`config.mk`:
```
export PLATFORM = sky130hd
export DESIGN_NAME = pipe_stage_buf
export DESIGN_NICKNAME = d
export VERILOG_FILES = /design/src/rtl/pipe_pkg.sv /design/src/rtl/stage_entry.sv /design/src/rtl/pipe_stage_buf.sv
export SDC_FILE = /design/constraint.sdc
export NUM_CORES = 1
export LEC_CHECK = 0
export CAP_MARGIN = 40
export CORE_ASPECT_RATIO = 1.25
export CORE_MARGIN = 3
export CORE_UTILIZATION = 45
export DETAILED_ROUTE_END_ITERATION = 10
export HOLD_SLACK_MARGIN = 0.06
export PLACE_DENSITY = 0.75
export RECOVER_POWER = 50
export SLEW_MARGIN = 5
export SYNTH_ARGS = -nofsm -noshare
export SYNTH_HDL_FRONTEND = slang
export SYNTH_HIERARCHICAL = 1
export SYNTH_SLANG_ARGS = --single-unit
```
`constraint.sdc`:
```
create_clock -name clk -period 1.5 [get_ports clk]
set_input_delay 0.15 -clock clk [delete_from_list [all_inputs] [get_ports clk]]
set_output_delay 0.15 -clock clk [all_outputs]
set_load 0.02 [all_outputs]
```
`src/rtl/pipe_pkg.sv`:
```
// Shared definitions for the pipeline stage buffer.
//   PC_W_DEF / INST_W_DEF : default field widths
//   NOP_INST_DEF          : default bubble instruction (all zero)
//   STALL_MAX             : saturation value of the stall counter
//   stage_rec_t           : one stage entry {valid, pc, inst} at default widths
package pipe_pkg;
  localparam int PC_W_DEF = 32;
  localparam int INST_W_DEF = 32;
  localparam logic [INST_W_DEF-1:0] NOP_INST_DEF = '0;
  localparam logic [15:0] STALL_MAX = 16'hFFFF;

  typedef struct packed {
    logic                  valid;
    logic [PC_W_DEF-1:0]   pc;
    logic [INST_W_DEF-1:0] inst;
  } stage_rec_t;
endpackage

```
`src/rtl/stage_entry.sv`:
```
// Single valid+payload slot.
//   clk, rst   : clock, synchronous active-high reset
//   clr        : drop the entry (same effect as reset, used for flush)
//   load       : capture d_pc/d_inst and mark valid
//   unload     : mark empty (payload left as is, it is never observed)
//   valid/pc/inst : registered slot contents
// Priority: rst/clr over load over unload.
module stage_entry
  import pipe_pkg::*;
#(
  parameter int PC_W   = PC_W_DEF,
  parameter int INST_W = INST_W_DEF
) (
  input  logic              clk,
  input  logic              rst,
  input  logic              clr,
  input  logic              load,
  input  logic              unload,
  input  logic [PC_W-1:0]   d_pc,
  input  logic [INST_W-1:0] d_inst,
  output logic              valid,
  output logic [PC_W-1:0]   pc,
  output logic [INST_W-1:0] inst
);

  always_ff @(posedge clk) begin
    if (rst || clr) begin
      valid <= 1'b0;
      pc    <= '0;
      inst  <= '0;
    end else if (load) begin
      valid <= 1'b1;
      pc    <= d_pc;
      inst  <= d_inst;
    end else if (unload) begin
      valid <= 1'b0;
    end
  end

endmodule

```
`src/rtl/pipe_stage_buf.sv`:
```
// Pipeline stage buffer between fetch-like producer and consumer.
//   clk, rst          : clock, synchronous active-high reset
//   flush             : drop all held and incoming entries this cycle
//   in_valid/in_ready : upstream handshake, in_pc/in_inst payload
//   out_valid/out_ready : downstream handshake, out_pc/out_inst payload
//   stall_cnt         : saturating count of cycles with out_valid & !out_ready
//
// Handshake: a transfer happens at a rising edge when valid and ready are
// both 1 on that side. valid never depends on ready of the same side; once
// out_valid is raised the payload is held stable until consumed or flushed.
//
// SKID=1: main + skid entry, in_ready comes straight from a flop.
// SKID=0: main entry only, in_ready = !out_valid | out_ready.
module pipe_stage_buf
  import pipe_pkg::*;
#(
  parameter int                PC_W     = PC_W_DEF,
  parameter int                INST_W   = INST_W_DEF,
  parameter logic [INST_W-1:0] NOP_INST = INST_W'(NOP_INST_DEF),
  parameter int                SKID     = 1
) (
  input  logic              clk,
  input  logic              rst,
  input  logic              flush,
  input  logic              in_valid,
  output logic              in_ready,
  input  logic [PC_W-1:0]   in_pc,
  input  logic [INST_W-1:0] in_inst,
  output logic              out_valid,
  input  logic              out_ready,
  output logic [PC_W-1:0]   out_pc,
  output logic [INST_W-1:0] out_inst,
  output logic [15:0]       stall_cnt
);

  logic              accept;
  logic              main_free;
  logic              main_v;
  logic [PC_W-1:0]   main_pc;
  logic [INST_W-1:0] main_inst;
  logic              main_load;
  logic              main_unload;
  logic [PC_W-1:0]   main_d_pc;
  logic [INST_W-1:0] main_d_inst;

  assign accept    = in_valid & in_ready;
  // Main entry can take new data when empty or being consumed this edge.
  assign main_free = ~main_v | out_ready;

  stage_entry #(.PC_W(PC_W), .INST_W(INST_W)) u_main (
    .clk    (clk),
    .rst    (rst),
    .clr    (flush),
    .load   (main_load),
    .unload (main_unload),
    .d_pc   (main_d_pc),
    .d_inst (main_d_inst),
    .valid  (main_v),
    .pc     (main_pc),
    .inst   (main_inst)
  );

  generate
    if (SKID != 0) begin : g_skid
      logic              skid_v;
      logic [PC_W-1:0]   skid_pc;
      logic [INST_W-1:0] skid_inst;
      logic              skid_load;
      logic              skid_unload;
      logic              sel_skid;
      logic              in_ready_q;

      // Skid always drains into main first, so an entry accepted while the
      // skid is moving goes behind it (into skid) to keep FIFO order.
      always_comb begin
        main_load   = 1'b0;
        main_unload = 1'b0;
        skid_load   = 1'b0;
        skid_unload = 1'b0;
        sel_skid    = 1'b0;
        if (main_free) begin
          if (skid_v) begin
            main_load = 1'b1;
            sel_skid  = 1'b1;
            if (accept) skid_load = 1'b1;
            else        skid_unload = 1'b1;
          end else if (accept) begin
            main_load = 1'b1;
          end else begin
            main_unload = 1'b1;
          end
        end else if (accept) begin
          skid_load = 1'b1;
        end
      end

      assign main_d_pc   = sel_skid ? skid_pc : in_pc;
      assign main_d_inst = sel_skid ? skid_inst : in_inst;

      stage_entry #(.PC_W(PC_W), .INST_W(INST_W)) u_skid (
        .clk    (clk),
        .rst    (rst),
        .clr    (flush),
        .load   (skid_load),
        .unload (skid_unload),
        .d_pc   (in_pc),
        .d_inst (in_inst),
        .valid  (skid_v),
        .pc     (skid_pc),
        .inst   (skid_inst)
      );

      // Dedicated flop tracking !skid_v so in_ready has no combinational path.
      always_ff @(posedge clk) begin
        if (rst || flush)     in_ready_q <= 1'b1;
        else if (skid_load)   in_ready_q <= 1'b0;
        else if (skid_unload) in_ready_q <= 1'b1;
      end

      assign in_ready = in_ready_q;
    end else begin : g_single
      assign in_ready    = main_free;
      assign main_load   = accept;
      assign main_unload = main_free & ~accept;
      assign main_d_pc   = in_pc;
      assign main_d_inst = in_inst;
    end
  endgenerate

  assign out_valid = main_v;
  assign out_pc    = main_v ? main_pc : '0;
  assign out_inst  = main_v ? main_inst : NOP_INST;

  // Not cleared by flush: it measures backpressure over the whole run.
  always_ff @(posedge clk) begin
    if (rst) begin
      stall_cnt <= '0;
    end else if (main_v && !out_ready && stall_cnt != STALL_MAX) begin
      stall_cnt <= stall_cnt + 16'd1;
    end
  end

endmodule

```
---- Word-level counts from Yosys, hierarchy flattened ----
Index checks and enable logic that the tools add are counted.
word-level totals
  register bits after elaboration ......... 147
  bits of input ports ..................... 69
  output and inout bits ................... 82
  word-level logic and storage cells ...... 41
cells by class
  add/sub/neg operators ................... 1
  equal/unequal tests ..................... 1
  mux-type cells .......................... 22
  bitwise logic cells ..................... 3
  reductions and logical operators ........ 6
operators with widths
  cell                                                              number
  32-bit 2-to-1 mux                                                 4
  1-bit 2-to-1 mux                                                  18
  16-bit by 1-bit adder with 16-bit output (second input constant)  1
  16-bit != test (second input constant)                            1
  2-bit nonzero test                                                2
  1-bit logical AND                                                 2
  1-bit AND                                                         1
  1-bit zero test                                                   1
  1-bit logical OR                                                  1
  1-bit NOT                                                         1
  1-bit bitwise OR                                                  1

---- Depth between registers and ports, before layout ----
  depth after elaboration ................. 6
  mapped depth ............................ 7
  mapped depth without buffers ............ 5

---- Cells and area by module ----
Netlist, hierarchy kept.
modules (own cells, without submodules)
  module          times used  cells an instance  area an instance (sq um)  seq. area each (sq um)
  stage_entry     2           211                2,318.5                   1,301.2
  pipe_stage_buf  1           254                2,174.6                   340.3

---- Worst setup path before layout ----
Ideal clock, no wire load.
  kind .................................... register -> register
  start point ............................. register stall_cnt[0]
  end point ............................... register stall_cnt[3]
  library setup time ...................... 121 ps
  arrival ................................. 1,639 ps
  data required time ...................... 1,379 ps
  path slack .............................. -260 ps
  stages on the path, launching flop included .. 7
  path buffers ............................ 1
  period minus slack after synthesis ...... 1,760 ps
  path through ............................ dfxtp_1 ha_1 nand4_1 nor4_4 buf_6 nor3_2 mux2_4
between the ends
  longest elaborated chain between the ends .. 2
  elaborated cells between the ends (all ways) .. 3
  those cells by class .................... 1 x add/sub; 1 x eq/ne; 1 x reduce/logical
RTL lines
  item                                                                                              line                   RTL
  start, declared                                                                                   pipe_stage_buf.sv:33   output logic [15:0] stall_cnt
  start signal, assigned                                                                            pipe_stage_buf.sv:139  stall_cnt <= stall_cnt + 16'd1;
  parallel branches: the longest is 2 deep, another holds 16-bit by 1-bit adder with 16-bit output  --
Parallel ways; which one is timed is not known.
A chain may end at the register's enable or synchronous reset.

---- Worst setup path after layout ----
  start point ............................. register u_main.valid
  end point ............................... register u_main.pc[24]
between the ends
  longest elaborated chain between the ends .. 4
  elaborated cells between the ends (all ways) .. 5
  those cells by class .................... 3 x mux; 2 x bitwise
RTL lines
  item                    line                  RTL
  start, declared         stage_entry.sv:21     output logic valid,
  start signal, assigned  stage_entry.sv:28     valid <= 1'b0;
  start signal, assigned  stage_entry.sv:32     valid <= 1'b1;
  start signal, assigned  stage_entry.sv:36     valid <= 1'b0;
  1-bit NOT               pipe_stage_buf.sv:48  assign main_free = ~main_v | out_ready;
  1-bit bitwise OR        pipe_stage_buf.sv:48
  1-bit 2-to-1 mux        pipe_stage_buf.sv:81  if (main_free) begin
  32-bit 2-to-1 mux       pipe_stage_buf.sv:97  assign main_d_pc = sel_skid ? skid_pc : in_pc;
  via main_d_pc[24]       pipe_stage_buf.sv:43  logic [PC_W-1:0] main_d_pc;
  end signal, assigned    stage_entry.sv:33     pc <= d_pc;
  end, declared           stage_entry.sv:22     output logic [PC_W-1:0] pc,
The timed path passes the listed nets, and every way through them passes these cells.

==> results.json <==
{
  "run_status": "finished, violations left",
  "violations": "setup timing",
  "row_count": 49,
  "synth_nets": 746,
  "slew_violations": 0,
  "cts_root_buf": "clkbuf_16",
  "drive_gt1_frac": 0.4233,
  "drc": 0,
  "fin_skew_ps": 9.177,
  "dpl-instance-area_um2": 8767,
  "initial_core_util": 0.4668,
  "diodes": 0,
  "drt-vias-per-instance": 5.387,
  "min_period_over_period": 1.117,
  "crit_required_ps": 1800,
  "place_ws_ps": -393.9,
  "syn_area_per_cell_um2": 10.08,
  "timing.final.ws_setup_ps": -175.9,
  "cp_top_family": "multiplexers",
  "drtIter0Drc": 408,
  "grtUsageTotal": 0.2469,
  "rsz0062_at_grt": "yes",
  "final_cells": 1078,
  "crit_type": "register to register",
  "drv_cap": 0,
  "synth_edf_count": 0,
  "fin_tns_setup_ps": -10710,
  "yosysTopAreaCellShare": 0.4320,
  "crit_path_cell_trace": "buf_6, nand2b_4, nand2_8, buf_12, buf_16, mux2_4, mux2i_2, nor2_1",
  "antenna_found_initial": 0,
  "final_cell_area_um2": 10660,
  "powerDensity_nw_per_um2": 864.0,
  "grt_pass1_vias": 5936,
  "ant_nets": 0,
  "die_h_um": 143.6,
  "numCtsBuffers": 17,
  "layout_common_cells": "nor2_1 (133), dfxtp_1 (133), mux2i_1 (117)",
  "post-dp-hpwl_um": 11650,
  "finalSetupViolations": 159,
  "vias": 5807,
  "grt_pass1_wl_um": 31640,
  "leakagePower_nw": 4.444,
  "wl_per_cell_um": 19.89,
  "placed_cells": 1001,
  "die_w_um": 116.0,
  "cp-start-kind": "register",
  "grt.overflow.total": 0,
  "critPathArrivalTime_ps": 1980,
  "final_nets": 957,
  "ys_top_cells_by_area": "dfxtp_1 (43%), mux2i_1 (19%), mux2_2 (11%), nor2_1 (7.4%), and2_1 (6.1%)",
  "dieArea_um2": 16660,
  "worstMarginPinSlew_ps": 329.2,
  "tritoncts": "yes",
  "syn_area_um2": 6812,
  "relSlewSlack": 0.7787,
  "path_clk_slew_ps": 60,
  "areaGrowthSynthToFinish_pct": 56.43,
  "seq_area_frac_synth": 0.4320,
  "wirelength_um": 21440,
  "synthCells": 676,
  "place.gp.congestion": 0.8752,
  "slowest_delay_ps": 350,
  "hold_viol_final": 0,
  "cp-end-kind": "register",
  "ir_drop_v": 0.0005794,
  "port-buffer-count": 150,
  "clockBufferDepth": 2,
  "first_pass_iters": 4,
  "synth_seq_cells": 147,
  "cp_max_fo": 6,
  "ys_warn_count": 6,
  "clkSinkCount": 147,
  "hold_class": "primary input to register",
  "slowest_stage": "dfxtp_4",
  "synth_flop_cell": "dfxtp_1",
  "crit_buf_inv": 3,
  "yosysUniqueCellTypes": 43,
  "async_reset_ff_frac": 0,
  "clkLatencyLatePin_ps": 420,
  "ioPinCount": 151,
  "fp.coreArea_um2": 14590,
  "h-tree-depth": 4,
  "min_period_ps": 1676,
  "max_freq_mhz": 596.7,
  "grt_max_degree": 54,
  "synth_area_leader_cell": "dfxtp_1"
}
## cell usage after synthesis (all sizes together), types with 4 or more instances
library cell    n
nand3           5
dfxtp         147
nor2          135
and3            4
nand2           8
mux2           68
or4             5
or3             4
nand4           4
buf            36
mux2i         128
nor2b           4
clkbuf         11
and2           66
nor3            4
o21ai           4
a21oi          15
o31ai           6
## metal layers
| layer | vias up | GRT usage | wire [um] | part of all wire |
|---|---|---|---|---|
| met4 | 0 | 0.08797 | 619 | 0.029 |
| li1 | 2745 | - | - | - |
| met2 | 201 | 0.4359 | 11250 | 0.52 |
| met1 | 2819 | 0.2986 | 8485 | 0.40 |
| met5 | - | 0 | 0 | 0 |
| met3 | 42 | 0.04549 | 1082 | 0.050 |
## cells by family after synthesis
group | share of synthesized area
fa+ha+maj | 0.001837
compound gates | 0.03104
buf+inv | 0.04813
mux | 0.3022
flops | 0.4320
simple gates | 0.1848
## worst min-delay path: cells and delay by family
kind                   cells  cell delay, ps
buffers and inverters      1             490
AND/OR/NAND/NOR            1              70
AO/OA/AOI/OAI              1              50
## final timing paths
| path | startpoint | to | slack [ps] | depth (start not counted) |
|---|---|---|---|---|
| setup / recovery | u_main/valid$_SDFFE_PP0P_ | u_main/pc[24]$_SDFFE_PP0P_ | -180 | 8 |
| hold / removal | flush | in_ready$_SDFFE_PP1P_ | 370 | 3 |
| setup reg to reg | u_main/valid$_SDFFE_PP0P_ | u_main/pc[24]$_SDFFE_PP0P_ | -180 | 8 |
| hold reg to reg | u_main/pc[8]$_SDFFE_PP0P_ | u_main/pc[8]$_SDFFE_PP0P_ | 490 | 2 |
## flip-flops by register name (all words and copies together), names as in the netlist
register	count
g_skid.u_skid/inst	32
g_skid.u_skid/pc	32
g_skid.u_skid/valid	1
in_ready	1
stall_cnt	16
u_main/inst	32
u_main/pc	32
u_main/valid	1
## per-stage QoR
stage                     total power [mW]  hold slack (ps)  utilization
after floorplan                      4.577            253.0            -
after global placement               4.914            464.3       0.6008
after detailed placement             4.937            476.3       0.6008
after CTS                            9.151            351.3       0.6983
after global routing                 9.481            374.6       0.7302
final                                9.206            370.9       0.7302
## cell type report
cell class              instances  area, um^2
well taps                     178       222.7
inverters                       2       7.507
clock buffers                  24       481.7
fillers                      1020        3936
flip-flops and latches        147        2975
multi-input cells             482        4093
repair buffers                237        2800
clock inverters                 8       75.07
## power by group
group	internal (mW)	switching (mW)	total, mW	leakage, nW
registers	3.97	0.0456	4.02	1.20
logic	0.666	0.492	1.16	2.97
clock network	2.41	1.62	4.03	0.279
total	7.05	2.16	9.21	4.44
## what timing repair did
item | in CTS | in global routing
hold buffers | 0 | 0
cloned | 23 | 5
resized for setup | 418 | 163
setup buffers | 16 | 12
endpoints found under the setup margin | 224 | 204
pin swaps | 7 | 32
(Power assumes the default switching activity.)
